$ cat src/rtl/jtag_tap_bscan_if.sv
// Serial JTAG signals of the TAP: mode select, data in, data out and its enable.
// The tester drives the master side and the TAP is the slave.
interface jtag_tap_bscan_if;
    logic TMS;
    logic TDI;
    logic TDO;
    logic enableTDO;

    modport master (output TMS, output TDI, input TDO, input enableTDO);
    modport slave  (input TMS, input TDI, output TDO, output enableTDO);
endinterface

$ cat src/rtl/jtag_tap_bscan.sv
// IEEE 1149.1-style TAP controller with a boundary-scan register around an N_IN/N_OUT core.
// Define JTAG_IDCODE_EN to build the 32-bit IDCODE register; otherwise the IDCODE opcode acts as BYPASS.
module jtag_tap_bscan #(
    parameter int          N_IN       = 9,
    parameter int          N_OUT      = 5,
    parameter int          IR_SIZE    = 3,
    parameter logic [31:0] IDCODE_VAL = 32'h1000_0001
) (
    input  logic               TCK,
    input  logic               TRST,
    jtag_tap_bscan_if.slave    jtag,
    input  logic [N_IN-1:0]    pin_in,
    output logic [N_IN-1:0]    core_in,
    input  logic [N_OUT-1:0]   core_out,
    output logic [N_OUT-1:0]   pin_out,
    output logic [IR_SIZE-1:0] ir_value
);
    localparam int N_BSR = N_IN + N_OUT;

    localparam logic [IR_SIZE-1:0] OP_EXTEST = IR_SIZE'(0);
    localparam logic [IR_SIZE-1:0] OP_SAMPLE = IR_SIZE'(2);
    localparam logic [IR_SIZE-1:0] OP_INTEST = IR_SIZE'(3);
    localparam logic [IR_SIZE-1:0] OP_IDCODE = IR_SIZE'(5);

    if (IR_SIZE < 3) begin : g_bad_ir_size
        $error("IR_SIZE must be at least 3");
    end
    if (IDCODE_VAL[0] != 1'b1) begin : g_bad_idcode
        $error("IDCODE_VAL bit 0 must be 1");
    end

    typedef enum logic [3:0] {
        TLR, RTI,
        SEL_DR, CAP_DR, SH_DR, EX1_DR, PA_DR, EX2_DR, UPD_DR,
        SEL_IR, CAP_IR, SH_IR, EX1_IR, PA_IR, EX2_IR, UPD_IR
    } tap_state_e;

    tap_state_e         state_q, state_d;
    logic [IR_SIZE-1:0] ir_q, ir_d;
    logic [IR_SIZE-1:0] sh_ir_q, sh_ir_d;
    logic [N_BSR-1:0]   bsr_q, bsr_d;
    logic [N_BSR-1:0]   latch_q, latch_d;
    logic               byp_q, byp_d;
`ifdef JTAG_IDCODE_EN
    logic [31:0]        idc_q, idc_d;
    logic               sel_idc;
`endif
    logic               sel_bsr;
    logic               dr_bit;
    logic               tdo_q, tdo_d;
    logic               en_q, en_d;

    assign sel_bsr = (ir_q == OP_EXTEST) || (ir_q == OP_SAMPLE) || (ir_q == OP_INTEST);
`ifdef JTAG_IDCODE_EN
    assign sel_idc = (ir_q == OP_IDCODE);
    assign dr_bit  = sel_bsr ? bsr_q[0] : (sel_idc ? idc_q[0] : byp_q);
`else
    assign dr_bit  = sel_bsr ? bsr_q[0] : byp_q;
`endif

    always_comb begin
        state_d = state_q;
        case (state_q)
            TLR:     state_d = jtag.TMS ? TLR    : RTI;
            RTI:     state_d = jtag.TMS ? SEL_DR : RTI;
            SEL_DR:  state_d = jtag.TMS ? SEL_IR : CAP_DR;
            CAP_DR:  state_d = jtag.TMS ? EX1_DR : SH_DR;
            SH_DR:   state_d = jtag.TMS ? EX1_DR : SH_DR;
            EX1_DR:  state_d = jtag.TMS ? UPD_DR : PA_DR;
            PA_DR:   state_d = jtag.TMS ? EX2_DR : PA_DR;
            EX2_DR:  state_d = jtag.TMS ? UPD_DR : SH_DR;
            UPD_DR:  state_d = jtag.TMS ? SEL_DR : RTI;
            SEL_IR:  state_d = jtag.TMS ? TLR    : CAP_IR;
            CAP_IR:  state_d = jtag.TMS ? EX1_IR : SH_IR;
            SH_IR:   state_d = jtag.TMS ? EX1_IR : SH_IR;
            EX1_IR:  state_d = jtag.TMS ? UPD_IR : PA_IR;
            PA_IR:   state_d = jtag.TMS ? EX2_IR : PA_IR;
            EX2_IR:  state_d = jtag.TMS ? UPD_IR : SH_IR;
            UPD_IR:  state_d = jtag.TMS ? SEL_DR : RTI;
            default: state_d = TLR;
        endcase
    end

    // Only the register selected by the current IR captures, shifts or updates.
    always_comb begin
        ir_d    = ir_q;
        sh_ir_d = sh_ir_q;
        bsr_d   = bsr_q;
        latch_d = latch_q;
        byp_d   = byp_q;
`ifdef JTAG_IDCODE_EN
        idc_d   = idc_q;
`endif
        case (state_q)
            CAP_IR: sh_ir_d = IR_SIZE'(2'b01);
            SH_IR:  sh_ir_d = {jtag.TDI, sh_ir_q[IR_SIZE-1:1]};
            UPD_IR: ir_d    = sh_ir_q;
            CAP_DR: begin
                if (sel_bsr) bsr_d = {core_out, pin_in};
`ifdef JTAG_IDCODE_EN
                else if (sel_idc) idc_d = IDCODE_VAL;
`endif
                else byp_d = 1'b0;
            end
            SH_DR: begin
                if (sel_bsr) bsr_d = {jtag.TDI, bsr_q[N_BSR-1:1]};
`ifdef JTAG_IDCODE_EN
                else if (sel_idc) idc_d = {jtag.TDI, idc_q[31:1]};
`endif
                else byp_d = jtag.TDI;
            end
            UPD_DR: if (sel_bsr) latch_d = bsr_q;
            default: ;
        endcase
        if (state_d == TLR) begin
            ir_d    = '1;
            latch_d = '0;
        end
    end

    always_ff @(posedge TCK) begin
        if (TRST) begin
            state_q <= TLR;
            ir_q    <= '1;
            sh_ir_q <= '0;
            bsr_q   <= '0;
            latch_q <= '0;
            byp_q   <= 1'b0;
`ifdef JTAG_IDCODE_EN
            idc_q   <= '0;
`endif
        end else begin
            state_q <= state_d;
            ir_q    <= ir_d;
            sh_ir_q <= sh_ir_d;
            bsr_q   <= bsr_d;
            latch_q <= latch_d;
            byp_q   <= byp_d;
`ifdef JTAG_IDCODE_EN
            idc_q   <= idc_d;
`endif
        end
    end

    // TDO changes on the falling edge so the tester can sample it on the next rising edge.
    always_comb begin
        tdo_d = 1'b0;
        en_d  = 1'b0;
        if (state_q == SH_DR) begin
            tdo_d = dr_bit;
            en_d  = 1'b1;
        end else if (state_q == SH_IR) begin
            tdo_d = sh_ir_q[0];
            en_d  = 1'b1;
        end
    end

    always_ff @(negedge TCK) begin
        tdo_q <= tdo_d;
        en_q  <= en_d;
    end

    always_comb begin
        core_in = pin_in;
        pin_out = core_out;
        if (ir_q == OP_EXTEST) begin
            pin_out = latch_q[N_BSR-1:N_IN];
        end else if (ir_q == OP_INTEST) begin
            core_in = latch_q[N_IN-1:0];
            pin_out = latch_q[N_BSR-1:N_IN];
        end
    end

    assign jtag.TDO       = tdo_q;
    assign jtag.enableTDO = en_q;
    assign ir_value       = ir_q;
endmodule

$ cat src/flat_wrapper.sv
// flat-port wrapper written by rule: the top's interface ports become plain ports
module jtag_tap_bscan_flat 
#(
    parameter int          N_IN       = 9,
    parameter int          N_OUT      = 5,
    parameter int          IR_SIZE    = 3,
    parameter logic [31:0] IDCODE_VAL = 32'h1000_0001
)
  (TCK, TRST, pin_in, core_in, core_out, pin_out, ir_value, jtag_TMS, jtag_TDI, jtag_TDO, jtag_enableTDO);
  jtag_tap_bscan_if jtag_i ();
  input  logic TCK;
  input  logic TRST;
  input  logic [N_IN-1:0] pin_in;
  output logic [N_IN-1:0] core_in;
  input  logic [N_OUT-1:0] core_out;
  output logic [N_OUT-1:0] pin_out;
  output logic [IR_SIZE-1:0] ir_value;
  input wire logic [$bits(jtag_i.TMS)-1:0] jtag_TMS;
  input wire logic [$bits(jtag_i.TDI)-1:0] jtag_TDI;
  output wire logic [$bits(jtag_i.TDO)-1:0] jtag_TDO;
  output wire logic [$bits(jtag_i.enableTDO)-1:0] jtag_enableTDO;
  assign jtag_i.TMS = jtag_TMS;
  assign jtag_i.TDI = jtag_TDI;
  assign jtag_TDO = jtag_i.TDO;
  assign jtag_enableTDO = jtag_i.enableTDO;
  jtag_tap_bscan #(.N_IN(N_IN), .N_OUT(N_OUT), .IR_SIZE(IR_SIZE), .IDCODE_VAL(IDCODE_VAL)) u_core (.TCK(TCK), .TRST(TRST), .jtag(jtag_i), .pin_in(pin_in), .core_in(core_in), .core_out(core_out), .pin_out(pin_out), .ir_value(ir_value));
endmodule
$ cat config.mk
export PLATFORM = sky130hd
export DESIGN_NAME = jtag_tap_bscan_flat
export DESIGN_NICKNAME = d
export VERILOG_FILES = /design/src/rtl/jtag_tap_bscan_if.sv /design/src/rtl/jtag_tap_bscan.sv /design/src/flat_wrapper.sv
export SDC_FILE = /design/constraint.sdc
export NUM_CORES = 1
export LEC_CHECK = 0
export ABC_AREA = 1
export ABC_CLOCK_PERIOD_IN_PS = 4100
export BUFFER_PORTS_ARGS = -buffer_cell sky130_fd_sc_hd__buf_2
export CAP_MARGIN = 20
export CORE_ASPECT_RATIO = 1.5
export CORE_MARGIN = 10
export CORE_UTILIZATION = 30
export CTS_CLUSTER_DIAMETER = 100
export DETAILED_ROUTE_END_ITERATION = 12
export PLACE_DENSITY = 0.49
export SETUP_SLACK_MARGIN = 0.15
export SYNTH_ARGS = -nofsm -noshare
export SYNTH_HDL_FRONTEND = slang
export SYNTH_SLANG_ARGS = --single-unit
$ cat constraint.sdc
create_clock -name TCK -period 4.1 [get_ports TCK]
set_clock_uncertainty 0.15 [all_clocks]
set_input_delay 0.82 -clock TCK [delete_from_list [all_inputs] [get_ports TCK]]
set_output_delay 0.82 -clock TCK [all_outputs]
set_load 0.01 [all_outputs]
# Word level (Yosys, flattened, before mapping)
# Cells that the tools add are included.
# classes
eq_ne	21
n_reduce_logical	14
mux	28
# op_table
operator	count
4-bit case mux with 12 select lines	1
4-bit equality test (second input constant)	8
14-bit two-way mux	2
14-bit case mux with 2 select lines	1
9-bit two-way mux	2
4-bit by 3-bit equality test with 1-bit output (second input constant)	4
4-bit two-way mux	4
5-bit two-way mux	2
1-bit two-way mux	9
4-bit by 2-bit equality test with 1-bit output (second input constant)	2
4-bit logical NOT	2
3-bit by 2-bit equality test with 1-bit output (second input constant)	2
2-bit two-way mux	3
3-bit two-way mux	2
3-bit case mux with 2 select lines	1
3-bit AND reduction	2
2-bit OR reduction	3
4-bit by 1-bit equality test with 1-bit output (second input constant)	1
2-bit by 1-bit != test with 1-bit output (second input constant)	2
2-bit != test (second input constant)	2
2-bit nonzero test	2
3-bit logical NOT	1
3-bit OR reduction	1
1-bit logical OR	2
other kinds (2)	2
# word_totals
word_cells	71
output_inout_bits	19
reg_bits	41

# Depth between registers and ports, before layout
# depth
ltp_word	5
depth_mapped	11

==> impl_metrics.env <==
export IMPL_holdBufCountCts=0
export IMPL_root_buffer="clkbuf_8"
export IMPL_coreArea_sq_um=6810
export IMPL_ctsResizeCount=0
export IMPL_critical_path_buf_inv_count=1
export IMPL_cts_made_buffers=5
export IMPL_antenna_found_initial=0
export IMPL_rsz0062_at_grt="false"
export IMPL_grt_ovfl_total=0
export IMPL_slowest_stage="dfxtp_1"
export IMPL_drt_drc_violations_left=0
export IMPL_grt_pass1_vias=1867
export IMPL_ant_nets=0
export IMPL_cts_buffer_depth=2
export IMPL_vdd_drop_max_mv=0.204
export IMPL_gp_congestion=0.875
export IMPL_netlist_instances=285
export IMPL_antenna_cells=0
export IMPL_crit_family="flip-flops"
export IMPL_holdWs_ns=0.325
export IMPL_worstSetupPathType="reg -> out"
export IMPL_finalHoldViolCount=0
export IMPL_drt_wirelength_per_cell_um=13.9
export IMPL_finalMaxSlewViolations=0
export IMPL_grt_max_degree=29
export IMPL_vias=1885
export IMPL_htreeDepth=2
export IMPL_hold_class="reg -> reg"
export IMPL_slowest_delay_ns=0.29
export IMPL_crit_chain="buf_2"
export IMPL_io_buffers=36
export IMPL_setup_viol=0
export IMPL_place_hpwl_um=4180
export IMPL_area_delta_synth_final_pct=15.1
export IMPL_dieArea_sq_um=10800
export IMPL_cap_violations=0
export IMPL_drt_iter0_drc=83
export IMPL_tns_ns=0
export IMPL_ys_seq_area_share_pct=39.3
export IMPL_clk_latency_ns=0.29
export IMPL_slew_headroom_pct=57.3
export IMPL_cts_sinks=41
export IMPL_viasPerCell=4.71
export IMPL_worst_endpoint_required_ns=3.13
export IMPL_clk_pin_slew_worst_paths_ns=0.08
export IMPL_syn_area_per_cell_sq_um=7.33
export IMPL_io_pins=37
export IMPL_ys_types=24
export IMPL_startpoint_type="flip-flop"
export IMPL_grt_first_pass_wirelength_um=9000
export IMPL_p_leak_nw=1.08
export IMPL_synth_nets=303
export IMPL_nets=339
export IMPL_worst_pin_slew_ns=0.637
export IMPL_initial_core_util_pct=30.7
export IMPL_synth_seq_cells=41
export IMPL_yosysWarnings=0
export IMPL_crit_fanout=1
export IMPL_die_h_um=122
export IMPL_num_rows=37
export IMPL_p_per_area_nw_per_um2=312
export IMPL_post_cts_buffers=0
export IMPL_die_width_um=88.1
export IMPL_final_cell_area_sq_um=2400
export IMPL_arrival_ns=2.81
export IMPL_cts_tree="built"
export IMPL_drive_gt1_share_pct=24.5
export IMPL_drt_total_wl_um=5570
export IMPL_postPlaceCellArea_sq_um=2320
export IMPL_status="completed"
export IMPL_syn_area_sq_um=2090
export IMPL_worst_setup_path_end_kind="output pin"
export IMPL_dr_pass1_iters=4
export IMPL_grtUsageTotal_pct=10.5
[cells in the mapped netlist, drive strengths merged]
master,number,area share (%)
clkinv,1,0.18
a221oi,1,0.42
o22ai,1,0.30
mux2,22,12
dfxtp,41,39
nor2,40,8.3
a31oi,14,4.2
inv,38,6.8
clkbuf,3,0.54
nand3,14,4.4
a21oi,6,1.4
buf,6,2.2
nand2,72,14
o21ai,26,6.2
[area by class of cell]
| type | count | area, sq um |
|---|---|---|
| flip-flops and latches | 41 | 821 |
| clock inverters | 4 | 17.5 |
| inverters | 38 | 143 |
| multi-input cells | 196 | 1070 |
| well taps | 78 | 97.6 |
| fillers | 753 | 4400 |
| clock buffers | 6 | 72.6 |
| repair buffers | 37 | 188 |
[per-layer routing]
metal	wire (um)	vias to the layer above	track usage, %
met5	0	-	0
met4	178	0	4.63
met3	239	13	2.65
met2	2840	43	18.6
met1	2310	841	11.5
li1	-	988	-
[report_power, final]
| group | internal (W) | total [W] | switching, W |
|---|---|---|---|
| Combinational | 0.0000286 | 0.0000811 | 0.0000525 |
| Sequential | 0.000401 | 0.000405 | 0.00000457 |
| Clock | 0.000121 | 0.000265 | 0.000145 |
| Total | 0.000550 | 0.000751 | 0.000202 |
[per-stage QoR]
stage                     cells  setup WS (ns)  power [W]  utilization (%)
after floorplan             285          0.577   0.000473                -
after global placement      391          0.629   0.000503             34.1
after detailed placement    391          0.623   0.000502             34.1
after CTS                   400          0.305   0.000764             35.3
after global routing        400          0.255   0.000791             35.3
final                       400          0.321   0.000751             35.3
[cell usage in the layout, fill, tap and decap left out, types with 3 or more instances in the layout]
cell / instances
mux2_2: 22
buf_2: 36
a21oi_1: 6
nand3_1: 11
inv_1: 38
nand2_1: 68
o21ai_0: 25
nor2_1: 35
clkbuf_8: 5
dfxtp_1: 41
a31oi_1: 14
nor2_2: 3
[kinds of logic (layout without fill, tap and decap cells)]
group	Yosys count	in the layout	share of synthesized area [%]
multiplexers	22	22	11.9
AO/OA/AOI/OAI	48	48	12.6
buffers and inverters	48	85	9.70
flip-flops	41	41	39.3
AND/OR/NAND/NOR	126	126	26.6
[path summary, 6_finish.rpt]
check        depth (start not counted)                  start         endpoint  slack (ns)
max                                  1  u_core.jtag.enableTDO   jtag_enableTDO        0.32
min                                  2           u_core.byp_q     u_core.byp_q        0.32
max reg2reg                          5      u_core.state_q[1]  u_core.jtag.TDO        0.65
min reg2reg                          2           u_core.byp_q     u_core.byp_q        0.32
[state kept, by name, indices dropped and copies added (netlist names)]
name                   cells
u_core.sh_ir_q             3
u_core.ir_value            3
u_core.jtag.TDO            1
u_core.latch_q            14
u_core.bsr_q              14
u_core.state_q             4
u_core.byp_q               1
u_core.jtag.enableTDO      1
No activity file was read; power rests on OpenSTA's default activity.
